==> src/rtl/axi_pattern_test_master.sv <==
// ---------------------------------------------------------------------------
// axi_pattern_test_master
//
// Start-triggered AXI4 master for DDR-controller self-test. On an accepted
// start it writes a 2^A_WIDTH_TEST-byte region from address 0. It uses one of
// three data patterns: incrementing address, inverted address, or a 32-bit
// Galois LFSR. It then reads the region back and checks every beat for data,
// rlast and rresp. The write/read pair repeats NUM_PASSES times, then done
// is raised. Errors are counted and pulsed but never stop the test.
//
// Ports
//   aclk, aresetn       clock, asynchronous active-low reset
//   start, mode[1:0]    1-cycle start request (IDLE/DONE only), pattern select
//   busy, done          run in progress / run finished
//   pass_cnt[7:0]       completed write+read passes
//   aw*, w*, b*         AXI4 write address / data / response (bready tied 1)
//   ar*, r*             AXI4 read address / data (rready tied 1)
//   error, error_cnt    1-cycle pulse per faulty beat, saturating fault count
//
// Optional feature (macro AXI_TEST_ERR_CAPTURE_EN)
//   Adds first_err_addr, first_err_data and first_err_valid. They hold the
//   beat address and rdata of the first faulty read beat since the last start.
// ---------------------------------------------------------------------------
module axi_pattern_test_master #(
    parameter int          A_WIDTH_TEST = 26,
    parameter int          A_WIDTH      = 26,
    parameter int          D_WIDTH      = 16,
    parameter int          D_LEVEL      = 1,
    parameter logic [7:0]  WBURST_LEN   = 8'd7,
    parameter logic [7:0]  RBURST_LEN   = 8'd7,
    parameter int          NUM_PASSES   = 1,
    parameter logic [31:0] LFSR_SEED    = 32'hACE1ACE1
) (
    input  logic                 aclk,
    input  logic                 aresetn,
    input  logic                 start,
    input  logic [1:0]           mode,
    output logic                 busy,
    output logic                 done,
    output logic [7:0]           pass_cnt,
    output logic                 awvalid,
    input  logic                 awready,
    output logic [A_WIDTH-1:0]   awaddr,
    output logic [7:0]           awlen,
    output logic                 wvalid,
    input  logic                 wready,
    output logic                 wlast,
    output logic [D_WIDTH-1:0]   wdata,
    output logic [D_WIDTH/8-1:0] wstrb,
    input  logic                 bvalid,
    output logic                 bready,
    input  logic [1:0]           bresp,
    output logic                 arvalid,
    input  logic                 arready,
    output logic [A_WIDTH-1:0]   araddr,
    output logic [7:0]           arlen,
    input  logic                 rvalid,
    output logic                 rready,
    input  logic                 rlast,
    input  logic [1:0]           rresp,
    input  logic [D_WIDTH-1:0]   rdata,
`ifdef AXI_TEST_ERR_CAPTURE_EN
    output logic [A_WIDTH-1:0]   first_err_addr,
    output logic [D_WIDTH-1:0]   first_err_data,
    output logic                 first_err_valid,
`endif
    output logic                 error,
    output logic [15:0]          error_cnt
);

    typedef enum logic [2:0] {
        S_IDLE, S_AW, S_W, S_B, S_AR, S_R, S_DONE
    } state_t;

    localparam logic [31:0]      LFSR_TAPS   = 32'h80200003;
    localparam logic [A_WIDTH:0] ADDR_STEP   = {{A_WIDTH{1'b0}}, 1'b1} << D_LEVEL;
    localparam logic [7:0]       PASSES_LAST = 8'(NUM_PASSES - 1);

    // Galois LFSR, shifting right; taps folded in when bit 0 falls out.
    function automatic logic [31:0] lfsr_step(input logic [31:0] s);
        return s[0] ? ((s >> 1) ^ LFSR_TAPS) : (s >> 1);
    endfunction

    // Data for one beat. Mode 3 falls through to the incrementing pattern.
    function automatic logic [D_WIDTH-1:0] beat_pattern(input logic [1:0]         m,
                                                        input logic [A_WIDTH-1:0] a,
                                                        input logic [31:0]        l);
        logic [D_WIDTH-1:0] incr;
        logic [D_WIDTH-1:0] rep;
        incr = D_WIDTH'(a);
        for (int i = 0; i < D_WIDTH; i++) begin
            rep[i] = l[i % 32];
        end
        case (m)
            2'd1:    return ~incr;
            2'd2:    return rep;
            default: return incr;
        endcase
    endfunction

    state_t             state;
    logic [1:0]         mode_q;
    logic [A_WIDTH-1:0] w_addr;         // address of the current write beat
    logic [A_WIDTH-1:0] r_addr;         // address of the current read beat
    logic [A_WIDTH-1:0] awaddr_q;
    logic [A_WIDTH-1:0] araddr_q;
    logic [7:0]         w_beat;
    logic [7:0]         r_beat;
    logic               w_wrap;         // last write burst reached region end
    logic [31:0]        w_lfsr;
    logic [31:0]        r_lfsr;
    logic [7:0]         pass_cnt_q;
    logic               busy_q;
    logic               done_q;
    logic               error_q;
    logic [15:0]        error_cnt_q;
`ifdef AXI_TEST_ERR_CAPTURE_EN
    logic [A_WIDTH-1:0] first_err_addr_q;
    logic [D_WIDTH-1:0] first_err_data_q;
    logic               first_err_valid_q;
`endif

    // Next beat address carries one extra bit so that reaching the end of the
    // region is visible even when the region spans the whole address space.
    logic [A_WIDTH:0]   w_addr_nxt;
    logic [A_WIDTH:0]   r_addr_nxt;
    logic               w_end;
    logic               r_end;
    logic [D_WIDTH-1:0] r_expected;
    logic               r_last_exp;
    logic               rd_fault;
    logic               b_fault;

    assign w_addr_nxt = {1'b0, w_addr} + ADDR_STEP;
    assign r_addr_nxt = {1'b0, r_addr} + ADDR_STEP;
    assign w_end      = w_addr_nxt[A_WIDTH_TEST];
    assign r_end      = r_addr_nxt[A_WIDTH_TEST];
    assign r_expected = beat_pattern(mode_q, r_addr, r_lfsr);
    assign r_last_exp = (r_beat == RBURST_LEN);
    assign rd_fault   = (state == S_R) && rvalid &&
                        ((rdata != r_expected) || (rresp != 2'b00) || (rlast != r_last_exp));
    assign b_fault    = (state == S_B) && bvalid && (bresp != 2'b00);

    always_ff @(posedge aclk or negedge aresetn) begin
        if (!aresetn) begin
            state       <= S_IDLE;
            mode_q      <= 2'd0;
            w_addr      <= '0;
            r_addr      <= '0;
            awaddr_q    <= '0;
            araddr_q    <= '0;
            w_beat      <= 8'd0;
            r_beat      <= 8'd0;
            w_wrap      <= 1'b0;
            w_lfsr      <= LFSR_SEED;
            r_lfsr      <= LFSR_SEED;
            pass_cnt_q  <= 8'd0;
            busy_q      <= 1'b0;
            done_q      <= 1'b0;
            error_q     <= 1'b0;
            error_cnt_q <= 16'd0;
`ifdef AXI_TEST_ERR_CAPTURE_EN
            first_err_addr_q  <= '0;
            first_err_data_q  <= '0;
            first_err_valid_q <= 1'b0;
`endif
        end else begin
            // NOTE: every register here uses <= so all of them update from the
            // same pre-edge values; a blocking write would leak into later reads.
            case (state)
                S_IDLE, S_DONE: begin
                    if (start) begin
                        state       <= S_AW;
                        mode_q      <= mode;
                        busy_q      <= 1'b1;
                        done_q      <= 1'b0;
                        pass_cnt_q  <= 8'd0;
                        error_cnt_q <= 16'd0;
                        w_addr      <= '0;
                        r_addr      <= '0;
                        awaddr_q    <= '0;
                        araddr_q    <= '0;
                        w_beat      <= 8'd0;
                        r_beat      <= 8'd0;
                        w_lfsr      <= LFSR_SEED;
                        r_lfsr      <= LFSR_SEED;
`ifdef AXI_TEST_ERR_CAPTURE_EN
                        first_err_valid_q <= 1'b0;
                        first_err_addr_q  <= '0;
                        first_err_data_q  <= '0;
`endif
                    end
                end
                S_AW: begin
                    if (awready) state <= S_W;
                end
                S_W: begin
                    if (wready) begin
                        w_addr <= w_addr_nxt[A_WIDTH-1:0];
                        w_lfsr <= lfsr_step(w_lfsr);
                        if (w_beat == WBURST_LEN) begin
                            w_beat   <= 8'd0;
                            w_wrap   <= w_end;
                            awaddr_q <= w_addr_nxt[A_WIDTH-1:0];
                            state    <= S_B;
                        end else begin
                            w_beat <= w_beat + 8'd1;
                        end
                    end
                end
                S_B: begin
                    if (bvalid) state <= w_wrap ? S_AR : S_AW;
                end
                S_AR: begin
                    if (arready) state <= S_R;
                end
                S_R: begin
                    if (rvalid) begin
                        r_addr <= r_addr_nxt[A_WIDTH-1:0];
                        r_lfsr <= lfsr_step(r_lfsr);
                        if (r_last_exp) begin
                            r_beat   <= 8'd0;
                            araddr_q <= r_addr_nxt[A_WIDTH-1:0];
                            if (!r_end) begin
                                state <= S_AR;
                            end else begin
                                pass_cnt_q <= pass_cnt_q + 8'd1;
                                if (pass_cnt_q == PASSES_LAST) begin
                                    state  <= S_DONE;
                                    busy_q <= 1'b0;
                                    done_q <= 1'b1;
                                end else begin
                                    // Next pass: same region, same pattern sequence.
                                    state    <= S_AW;
                                    w_addr   <= '0;
                                    r_addr   <= '0;
                                    awaddr_q <= '0;
                                    araddr_q <= '0;
                                    w_lfsr   <= LFSR_SEED;
                                    r_lfsr   <= LFSR_SEED;
                                end
                            end
                        end else begin
                            r_beat <= r_beat + 8'd1;
                        end
                    end
                end
                default: state <= S_IDLE;
            endcase

            // Faults only occur in B or R, so they never collide with the
            // counter clear on start.
            error_q <= rd_fault || b_fault;
            if ((rd_fault || b_fault) && (error_cnt_q != 16'hFFFF)) begin
                error_cnt_q <= error_cnt_q + 16'd1;
            end
`ifdef AXI_TEST_ERR_CAPTURE_EN
            if (rd_fault && !first_err_valid_q) begin
                first_err_valid_q <= 1'b1;
                first_err_addr_q  <= r_addr;
                first_err_data_q  <= rdata;
            end
`endif
        end
    end

    // Valids decode straight from the state register. Address and data come
    // from registers that only move on a handshake, so they hold while stalled.
    assign awvalid   = (state == S_AW);
    assign wvalid    = (state == S_W);
    assign arvalid   = (state == S_AR);
    assign wlast     = (state == S_W) && (w_beat == WBURST_LEN);
    assign wdata     = beat_pattern(mode_q, w_addr, w_lfsr);
    assign wstrb     = '1;
    assign awaddr    = awaddr_q;
    assign araddr    = araddr_q;
    assign awlen     = WBURST_LEN;
    assign arlen     = RBURST_LEN;
    assign bready    = 1'b1;
    assign rready    = 1'b1;
    assign busy      = busy_q;
    assign done      = done_q;
    assign pass_cnt  = pass_cnt_q;
    assign error     = error_q;
    assign error_cnt = error_cnt_q;
`ifdef AXI_TEST_ERR_CAPTURE_EN
    assign first_err_addr  = first_err_addr_q;
    assign first_err_data  = first_err_data_q;
    assign first_err_valid = first_err_valid_q;
`endif

endmodule

==> config.mk <==
export PLATFORM = sky130hd
export DESIGN_NAME = axi_pattern_test_master
export DESIGN_NICKNAME = d
export VERILOG_FILES = /design/src/rtl/axi_pattern_test_master.sv
export SDC_FILE = /design/constraint.sdc
export NUM_CORES = 1
export LEC_CHECK = 0
export BUFFER_PORTS_ARGS = -buffer_cell sky130_fd_sc_hd__buf_2
export CORE_UTILIZATION = 53
export DETAILED_ROUTE_END_ITERATION = 8
export PLACE_DENSITY = 0.77
export SYNTH_ARGS = -nofsm -noshare
export SYNTH_HDL_FRONTEND = slang
export SYNTH_SLANG_ARGS = --single-unit
==> constraint.sdc <==
create_clock -name aclk -period 2.7 [get_ports aclk]
set_input_delay 0.135 -clock aclk [delete_from_list [all_inputs] [get_ports aclk]]
set_output_delay 0.135 -clock aclk [all_outputs]
set_load 0.05 [all_outputs]
; ---- Word level (Yosys, flattened, before mapping)
; Index checks and enable logic that the tools add are counted.
[op_classes]
addsub = 6
eq_ne = 24
mux = 72
n_bitwise = 4
reduce_logical = 30
[op_table]
columns = op, count
row1 = 2-to-1 mux 32 bit, 12
row2 = 2-to-1 mux 26 bit, 14
row3 = case mux 26 bit (3 select lines), 2
row4 = case mux 26 bit (2 select lines), 2
row5 = case mux 32 bit (3 select lines), 1
row6 = 2-to-1 mux 8 bit, 8
row7 = case mux 16 bit (2 select lines), 2
row8 = case mux 32 bit (2 select lines), 1
row9 = adder 26 x 2 -> 27 bit (second input constant), 2
row10 = 2-to-1 mux 16 bit, 3
row11 = case mux 8 bit (2 select lines), 3
row12 = 2-to-1 mux 3 bit, 11
row13 = inverter 16 bit, 2
row14 = adder 8 x 1 -> 8 bit (second input constant), 3
row15 = case mux 3 bit (6 select lines), 1
row16 = adder 16 x 1 -> 16 bit (second input constant), 1
row17 = equality test 8 x 3 -> 1 bit (second input constant), 2
row18 = != test 16 bit, 1
row19 = != test 16 bit (second input constant), 1
row20 = AND reduction 8 bit, 2
row21 = != test 2 bit (second input constant), 6
row22 = nonzero test 2 bit, 6
row23 = 2-to-1 mux 1 bit, 10
row24 = != test 2 x 1 -> 1 bit (second input constant), 5
row25 = other kinds (20), 35
[word_totals]
ff_bits = 217
in_bits = 31

; ---- Logic depth before layout (Yosys ltp)
; Gate-level depths: netlist of the first run.
[depth]
word_depth = 10
ltp_mapped = 12
mapped_depth_nobuf = 10

; ---- Worst setup path after synthesis of the first run
; No wires, ideal clock.
[synth_path]
path_type = register to register
startpoint = register pass_cnt_q[0] (netlist: pass_cnt[0])
endpoint = register w_addr[2]
setup_time_ps = 136
arrival_time_ps = 2626
setup_slack_ps = -63
stages_incl_launch_ff = 11
period_less_slack_ps = 2763
path_cell_list = dfrtp_1 > inv_1 > ha_1 > or4b_2 > nor4_1 > or3_1 > buf_2 > o31a_1 > clkbuf_1 > clkbuf_1 > o21ai_0
[synth_between]
elab_chain_cells = 3
[synth_lines]
columns = item, line_no
row1 = start: declaration, 112  ; logic [7:0] pass_cnt_q;
row2 = start signal: assignment, 227  ; pass_cnt_q <= pass_cnt_q + 8'd1;
row3 = logical NOT 8 bit, 228  ; if (pass_cnt_q == PASSES_LAST) begin
row4 = != test 2 bit (no line), --
row5 = AND reduction 7 bit (no line), --
row6 = end signal: assignment, 199  ; w_addr <= w_addr_nxt[A_WIDTH-1:0];
row7 = end: declaration, 103  ; logic [A_WIDTH-1:0] w_addr;
; Every way passes these cells.
; A chain may end at the register's enable or synchronous reset.

; ---- Final worst setup path of the first run
[layout_path]
startpoint = register mode_q[1]
endpoint = register error_cnt_q[8] (netlist: error_cnt[8])
[layout_between]
elab_chain_cells = 10
word_cells_on_any_way = 13
[layout_lines]
columns = item, line_no
row1 = start: declaration, 102  ; logic [1:0] mode_q;
row2 = start signal: assignment, 174  ; mode_q <= mode;
row3 = equality test 2 bit or equality test 2 x 1 -> 1 bit (tied branches), 94  ; case (m)
row4 = case mux 16 bit (2 select lines) (*), 94
row5 = != test 16 bit (*), 141  ; ((rdata != r_expected) || (rresp != 2'b00) || (rlast != r_last_exp));
row6 = logical OR 1 bit (*) (2 in series), 141
row7 = logical AND 1 bit (*), 140  ; assign rd_fault = (state == S_R) && rvalid &&
row8 = logical OR 1 bit (*), 254  ; if ((rd_fault || b_fault) && (error_cnt_q != 16'hFFFF)) begin
row9 = logical AND 1 bit (*), 254
row10 = nonzero test 2 bit (no line), --
row11 = AND reduction 2 bit (no line), --
row12 = end signal: assignment, 255  ; error_cnt_q <= error_cnt_q + 16'd1;
row13 = end: declaration, 116  ; logic [15:0] error_cnt_q;
; Mark *: on every way between the ends. The rest lies on a longest branch, timed or not.

==> results_tabular.tex, run 1 <==
\begin{tabular}{lr}
\hline
Metric & Value \\
\hline
\multicolumn{2}{l}{\textbf{Status}} \\
Outcome & complete, but fails checks \\
Violations in the final reports & negative setup slack \\
\multicolumn{2}{l}{\textbf{Clocking}} \\
CTS tree & yes \\
Insertion delay to the later sink of the worst-skew pair & 510 ps \\
H-tree Lvls & 1 \\
CTS clk-pin slew, worst paths & 60 ps \\
Sink count of the clock tree & 217 \\
Clock Tree Buf Depth & 3 \\
Clock root buffer & clkbuf\_16 \\
Clock buffers created by TritonCTS & 23 \\
\multicolumn{2}{l}{\textbf{Power}} \\
Total power divided by cell area & 1090 nW/um\^{}2 \\
Peak supply drop & 1200 uV \\
Leakage Power & 6.14 nW \\
Power Total & 14.8 mW \\
\multicolumn{2}{l}{\textbf{Layout}} \\
\# diodes & 0 \\
Design Area, Final & 13600 um\^{}2 \\
Final core area utilization & 65.1\% \\
Number of standard cells in the final layout excluding fillers & 1704 \\
Nets@finish & 1453 \\
Area growth, synth to finish & 20.8\% \\
Share of layout cells above drive strength 1 & 22.7\% \\
\multicolumn{2}{l}{\textbf{Route}} \\
Vias per cell & 5.75 \\
Via count & 9794 \\
Residual DRC count & 0 \\
1st-pass router iterations & 5 \\
Final wirelength & 28400 um \\
Iteration-0 DRC Markers & 827 \\
Post-route ant nets & 0 \\
WL per Instance & 16.7 um \\
\multicolumn{2}{l}{\textbf{Synthesis}} \\
Number of synthesized flops with an enable pin & 0 \\
Predominant post-synthesis flop cell & dfrtp\_1 \\
Fraction of synthesized cell area taken by the top area cell type & 41.0\% \\
Mapped cell area & 11300 um\^{}2 \\
Cell type contributing the most total cell area after synthesis & dfrtp\_1 \\
FF+latch count, synth & 217 \\
Seq/Total Area, Yosys & 48.4\% \\
Netlist cell types & 60 \\
Warnings, synthesis & 0 \\
Ranking of synthesized cells by area & dfrtp\_1 (41\%), dfstp\_2 (7.4\%), nand2\_1 (6.7\%) \\
Post-synthesis async set-or-reset flop share & 100\% \\
Avg Synthesized Cell Area & 9.01 um\^{}2 \\
Synthesized netlist cell count & 1253 \\
\multicolumn{2}{l}{\textbf{Setup path}} \\
Maximum net fanout on the critical path & 7 \\
Worst setup path category & flop to flop \\
Worst Reg-to-Reg Cells & 10 \\
Startpoint type of the worst setup path & flop \\
First element of the critical path & mode\_q[1] \\
Library cell contributing the largest single delay on the critical path & dfrtp\_1 \\
Startpoint of the worst register-to-register path & mode\_q[1] \\
Delay of the slowest cell on the worst path & 410 ps \\
CP Data Required Time & 3130 ps \\
Cells along the critical path & ha\_4, clkinvlp\_4, a31oi\_1, xnor2\_1, nand4\_1, nor4\_2, buf\_4, a41oi\_4, a21o\_4, o221ai\_2 \\
Capture point of the worst reg-to-reg path & error\_cnt[8] \\
Kind of capture point of the worst setup path & flop \\
Arrival time at the worst endpoint & 3220 ps \\
Reg2reg setup slack & -100 ps \\
\multicolumn{2}{l}{\textbf{GRT}} \\
Vias in the first global route & 9034 \\
Total global routing overflow & 0 \\
Wire length of the first global-routing pass & 45700 um \\
Initial antenna violation count & 0 \\
Global-route usage over all layers & 25.6\% \\
Pin count of the biggest net entering global routing & 91 \\
\multicolumn{2}{l}{\textbf{Die}} \\
Number of placement rows & 53 \\
Core region area & 21000 um\^{}2 \\
Boundary Pins & 150 \\
Die boundary height & 148 um \\
Initial cell density of the core & 53.9\% \\
Horiz. Die Dim & 148 um \\
Die Area & 21900 um\^{}2 \\
\multicolumn{2}{l}{\textbf{STA}} \\
Total negative slack for setup checks & -983 ps \\
Max-slew violations & 0 \\
Smallest setup slack after layout & -98.6 ps \\
Final cycle utilization of the critical path & 104\% \\
Worst setup skew after layout & 9.60 ps \\
Final Hold Viols & 0 \\
Minimum clock period & 2800 ps \\
Worst slew pin tran & 927 ps \\
Normalized max-slew margin & 38.0\% \\
RSZ-0062 raised after global routing & yes \\
Setup violation total in the final timing report & 16 \\
Maximum frequency from static timing analysis & 0.357 GHz \\
\multicolumn{2}{l}{\textbf{Placement}} \\
Count of buffers inserted at the top-level ports & 129 \\
HPWL Detailed & 18900 um \\
Instance area after placement & 12600 um\^{}2 \\
Placed instance count & 1653 \\
RD Place Congestion & 0.884 \\
\multicolumn{2}{l}{\textbf{Min path}} \\
Hold path start & rvalid \\
Depth of the worst hold-timing path & 3 \\
Hold Crit Class & primary input to flop \\
Worst hold endpoint & r\_addr[1] \\
\multicolumn{2}{l}{\textbf{Run}} \\
Number of max-capacitance violations reported & 0 \\
\hline
\end{tabular}
==> layout by cell type (no fill, tap or decap), types with 17 or more instances in the layout <==
master,count
nor2b_1,17
and3_1,17
buf_4,72
nand3_1,48
o21ai_0,98
dfrtp_1,183
xnor2_1,56
o31ai_1,50
a221oi_1,19
a22o_1,17
inv_1,40
a31oi_1,21
dfstp_2,32
a21oi_1,36
nand4_1,23
conb_1,20
nand2_1,202
xor2_1,25
buf_2,128
clkbuf_16,24
nor3_1,23
nor2_1,100
nand2b_1,17
==> kinds of logic after synthesis <==
logic type | Yosys count | share of synthesized area [%]
AOI/OAI and AO/OA | 300 | 17.6
xor gates and xnor gates | 82 | 6.36
adders and majority gates | 9 | 0.997
buffers and inverters | 144 | 5.68
DFF | 217 | 48.4
muxes | 7 | 0.753
other | 2 | 0.0665
and+or+nand+nor | 492 | 20.1
==> routing by layer <==
metal	vias to the layer above	wire [um]	global-route usage, %
li1	4665	-	-
met1	4717	12700	37.0
met2	358	13100	39.9
met3	54	2050	4.44
met4	0	566	6.39
met5	-	0	0
==> timing repair <==
action	4_1_cts	5_1_grt
pin swaps	4	12
hold buffers	3	0
endpoints found under the setup margin	16	97
endpoints found under the hold margin	74	0
resized for setup	9	34
buffers inserted	0	3
gates cloned	2	2
==> synth_stat cells, types with 4 or more instances <==
library cell  count
nor3_1           24
ha_1              9
o21ai_0         102
xor2_1           25
nand2_1         202
o22a_1           14
a21o_1            4
buf_2            18
inv_1            42
and4_1            4
nor4_1            7
nand3_1          49
clkbuf_1         57
a221oi_1         19
nor2b_1          17
o22ai_1           4
dfstp_2          32
a21oi_1          38
nor2_1          101
o211ai_1          5
nand2b_1         17
a22o_1           17
xnor2_1          57
dfrtp_1         185
and3_1           17
or3_1            10
buf_4            21
a31oi_1          23
mux2i_1           4
a32o_1            6
and2_1            8
nand4_1          23
o31ai_1          50
buf_1             6
==> worst max-delay path by stage <==
| stage | endpoint | slack (ps) |
|---|---|---|
| detailed placement | error_cnt[8] | -260 |
| finish | error_cnt[8] | -100 |
| floorplan | error_cnt[11] | 20 |
| global route | error_cnt[8] | -200 |
| CTS | w_addr[6] | 10 |
| global placement | error_cnt[11] | -160 |
==> area by class of cell <==
| class | count | area (um^2) |
|---|---|---|
| fillers | 1646 | 7310 |
| multi-input cells | 911 | 5440 |
| clock inverters | 8 | 101 |
| repair buffers | 217 | 1450 |
| repair inverters | 1 | 7.51 |
| flip-flops and latches | 217 | 5470 |
| well taps | 275 | 344 |
| inverters | 42 | 161 |
| clock buffers | 33 | 663 |
==> sequential cells by signal (all words and copies together), names as in the netlist, 3 cells and up <==
| register | count |
|---|---|
| pass_cnt | 8 |
| w_addr | 26 |
| w_lfsr | 32 |
| araddr | 26 |
| state | 3 |
| r_addr | 26 |
| r_lfsr | 32 |
| w_beat | 8 |
| error_cnt | 16 |
| r_beat | 8 |
| awaddr | 26 |
==> stage by stage <==
| stage | setup slack (ps) | hold slack (ps) |
|---|---|---|
| 3_5_place_dp | -256 | 196 |
| 2_1_floorplan | 16.2 | -161 |
| 3_3_place_gp | -163 | 188 |
| 6_report | -98.6 | 77.9 |
| 4_1_cts | 10.8 | 65.0 |
| 5_1_grt | -199 | 89.7 |
==> power breakdown <==
group	total, mW	internal (mW)	switching [mW]
clock	3.18	1.90	1.28
sequential	4.39	3.91	0.474
combinational	7.24	2.35	4.88
total	14.8	8.17	6.64
==> worst max-delay path, delay by kind of cell (launching register included) <==
| family | cells | cell delay (ps) |
|---|---|---|
| AO/OA/AOI/OAI | 4 | 980 |
| buffers and inverters | 2 | 370 |
| adder cells (fa/ha/maj) | 1 | 360 |
| flip-flops | 1 | 410 |
| XOR/XNOR | 1 | 190 |
| AND/OR/NAND/NOR | 2 | 410 |
No activity file was read; power rests on OpenSTA's default activity.
==> inputs of run 2 (changes only) <==
- CORE_UTILIZATION: 53 -> 49
- PLACE_DENSITY: 0.77 -> 0.72
==> run 2 against run 1 <==
The flow now finishes without violations. Combinational power shrank 1%. Sequential share of layout area grew 0.099 points. Via count shrank 0.61%. First-iteration DRC count is 3.4% lower. Critical path type unchanged. Largest power group unchanged.
==> results_tabular.tex, run 2 (synthesis gave the netlist of run 1 again) <==
\begin{tabular}{lr}
\hline
Metric & Value \\
\hline
\multicolumn{2}{l}{\textbf{Status}} \\
Outcome & completed \\
\multicolumn{2}{l}{\textbf{Clocking}} \\
Clock Tree Buf Depth & 3 (unchanged) \\
H-tree Lvls & 1 (unchanged) \\
Clock buffers created by TritonCTS & 24 (+4.3\%) \\
Sink count of the clock tree & 217 (unchanged) \\
Clock root buffer & clkbuf\_16 \\
CTS tree & yes \\
Insertion delay to the later sink of the worst-skew pair & 510 ps (about the same) \\
CTS clk-pin slew, worst paths & 60 ps (about the same) \\
\multicolumn{2}{l}{\textbf{GRT}} \\
Initial antenna violation count & 0 (unchanged) \\
Global-route usage over all layers & 24.2\% (-1.4 points) \\
Vias in the first global route & 9263 (+2.5\%) \\
Total global routing overflow & 0 (unchanged) \\
Wire length of the first global-routing pass & 46800 um (+2.5\%) \\
Pin count of the biggest net entering global routing & 90 (-1.1\%) \\
\multicolumn{2}{l}{\textbf{Placement}} \\
HPWL Detailed & 19500 um (+3.0\%) \\
Count of buffers inserted at the top-level ports & 129 (unchanged) \\
RD Place Congestion & 0.884 (unchanged) \\
Instance area after placement & 12600 um\^{}2 (-0.16\%) \\
\multicolumn{2}{l}{\textbf{Setup path}} \\
Delay of the slowest cell on the worst path & 410 ps (about the same) \\
Capture point of the worst reg-to-reg path & error\_cnt[8] \\
Worst setup path category & flop to flop \\
CP Data Required Time & 3130 ps (about the same) \\
Library cell contributing the largest single delay on the critical path & dfrtp\_1 \\
Startpoint of the worst register-to-register path & mode\_q[1] \\
Cell family with most CP delay & compound AO/OA/AOI/OAI gates \\
Startpoint type of the worst setup path & flop \\
Worst Reg-to-Reg Cells & 11 (+1) \\
Kind of capture point of the worst setup path & flop \\
Arrival time at the worst endpoint & 3030 ps (-190 ps) \\
Reg2reg setup slack & 90 ps (+190 ps) \\
Maximum net fanout on the critical path & 7 (unchanged) \\
Cells along the critical path & ha\_4, buf\_8, nor2b\_1, a31oi\_1, xnor2\_1, nand4\_1, nor4\_2, a41oi\_2, buf\_6, a21o\_4, o221ai\_2 \\
Path length in cells of the critical path & 11 (+1) \\
Number of buffers and inverters on the critical path & 2 (unchanged) \\
\multicolumn{2}{l}{\textbf{Die}} \\
Die Area & 23700 um\^{}2 (+8.0\%) \\
Number of placement rows & 55 (+3.8\%) \\
Core region area & 22600 um\^{}2 (+8.0\%) \\
Horiz. Die Dim & 154 um (+3.9\%) \\
Initial cell density of the core & 49.9\% (-4.0 points) \\
Boundary Pins & 150 (unchanged) \\
Die boundary height & 154 um (+3.9\%) \\
\multicolumn{2}{l}{\textbf{Layout}} \\
Final core area utilization & 60.1\% (-5.0 points) \\
Nets@finish & 1454 (+0.069\%) \\
Design Area, Final & 13600 um\^{}2 (-0.25\%) \\
Commonest non-fill, non-tap cell in the layout & nand2\_1 \\
Share of layout cells above drive strength 1 & 22.3\% (-0.33 points) \\
\# diodes & 0 (unchanged) \\
FILL cells & 1913 (+16\%) \\
Top library cells by usage in the layout, fill and taps aside & nand2\_1 (202), dfrtp\_1 (183), buf\_2 (128) \\
Regs by FF count & r\_lfsr: 32 flops, w\_lfsr: 32 flops \\
Area growth, synth to finish & 20.5\% \\
\multicolumn{2}{l}{\textbf{STA}} \\
Worst slew pin tran & 993 ps (+65.7 ps) \\
Final Hold Viols & 0 (unchanged) \\
RSZ-0062 raised after global routing & no \\
Normalized max-slew margin & 33.6\% (-4.4 points) \\
Final cycle utilization of the critical path & 96.5\% (-7.1 points) \\
Max-slew violations & 0 (unchanged) \\
Setup violation total in the final timing report & 0 (-16) \\
Maximum frequency from static timing analysis & 0.384 GHz (+7.4\%) \\
Minimum clock period & 2610 ps (-193 ps) \\
Worst setup skew after layout & 9.21 ps (-0.399 ps) \\
\multicolumn{2}{l}{\textbf{Route}} \\
Vias per cell & 5.67 (-1.4\%) \\
WL per Instance & 16.6 um (-0.77\%) \\
Residual DRC count & 0 (unchanged) \\
1st-pass router iterations & 7 (+2) \\
Via count & 9734 (-0.61\%) \\
Final wirelength & 28400 um (about the same) \\
Post-route ant nets & 0 (unchanged) \\
Iteration-0 DRC Markers & 799 (-3.4\%) \\
\multicolumn{2}{l}{\textbf{Min path}} \\
Worst hold endpoint & r\_addr[1] \\
Depth of the worst hold-timing path & 3 (unchanged) \\
Hold path start & rvalid \\
Hold Crit Class & primary input to flop \\
\multicolumn{2}{l}{\textbf{Run}} \\
Number of max-capacitance violations reported & 0 (unchanged) \\
\multicolumn{2}{l}{\textbf{Power}} \\
Power Total & 14.8 mW (-0.33\%) \\
Total power divided by cell area & 1080 nW/um\^{}2 (about the same) \\
Peak supply drop & 1090 uV (-9.2\%) \\
Leakage Power & 6.14 nW (about the same) \\
\hline
\end{tabular}
## run 2: worst max-delay path by stage
stage | startpoint | endpoint | slack (ps)
2_1_floorplan | r_beat[5] | error_cnt[11] | 20
3_3_place_gp | mode_q[1] | error_cnt[11] | -90
3_5_place_dp | mode_q[1] | error_cnt[11] | -190
4_1_cts | mode_q[0] | error_cnt[11] | 10
5_1_grt | mode_q[1] | error_cnt[8] | 5
6_report | mode_q[1] | error_cnt[8] | 90
## run 2: area by class of cell
type | instances | area (um^2) | share of cell area (%)
tap | 285 | 357 | 2.62
multi-input combinational | 911 | 5400 | 39.6
timing repair buffer | 217 | 1430 | 10.5
sequential | 217 | 5470 | 40.2
timing repair inverter | 1 | 7.51 | 0.0552
clock inverter | 4 | 23.8 | 0.175
inverter | 42 | 161 | 1.19
clock buffer | 40 | 763 | 5.61
## run 2: through the flow
stage                     std cells  worst slack [ps]  setup TNS (ps)  hold WS, ps
after floorplan                1271              16.2               0         -161
after global placement         1662             -88.5            -702          186
after detailed placement       1662              -186           -2210          190
after CTS                      1711              9.98               0         55.8
after global routing           1717              5.26               0         82.8
final                          1717              93.9               0         74.4
## run 2: where the power goes
group	switching, mW	internal, mW
clock network	1.30	1.92
registers	0.466	3.91
logic	4.81	2.35
total	6.58	8.18
## run 2: timing repair
action | in CTS | in global routing
setup endpoints to repair | 40 | 111
endpoints found under the hold margin | 65 | 0
hold buffers | 3 | 0
pin swaps | 1 | 10
buffers inserted | 1 | 4
resized for setup | 9 | 25
cloned | 1 | 2
## run 2: metal layers
metal | vias to the layer above | track usage (%) | routed length (um)
met5 | - | 0 | 0
met2 | 345 | 37.2 | 12900
met4 | 0 | 6.90 | 616
li1 | 4673 | - | -
met1 | 4669 | 35.4 | 13100
met3 | 47 | 3.61 | 1820
## run 2: tightest hold or removal path, stage by stage
cell and delay (ps):
buf_2 120, nand2_1 160, o21ai_0 110
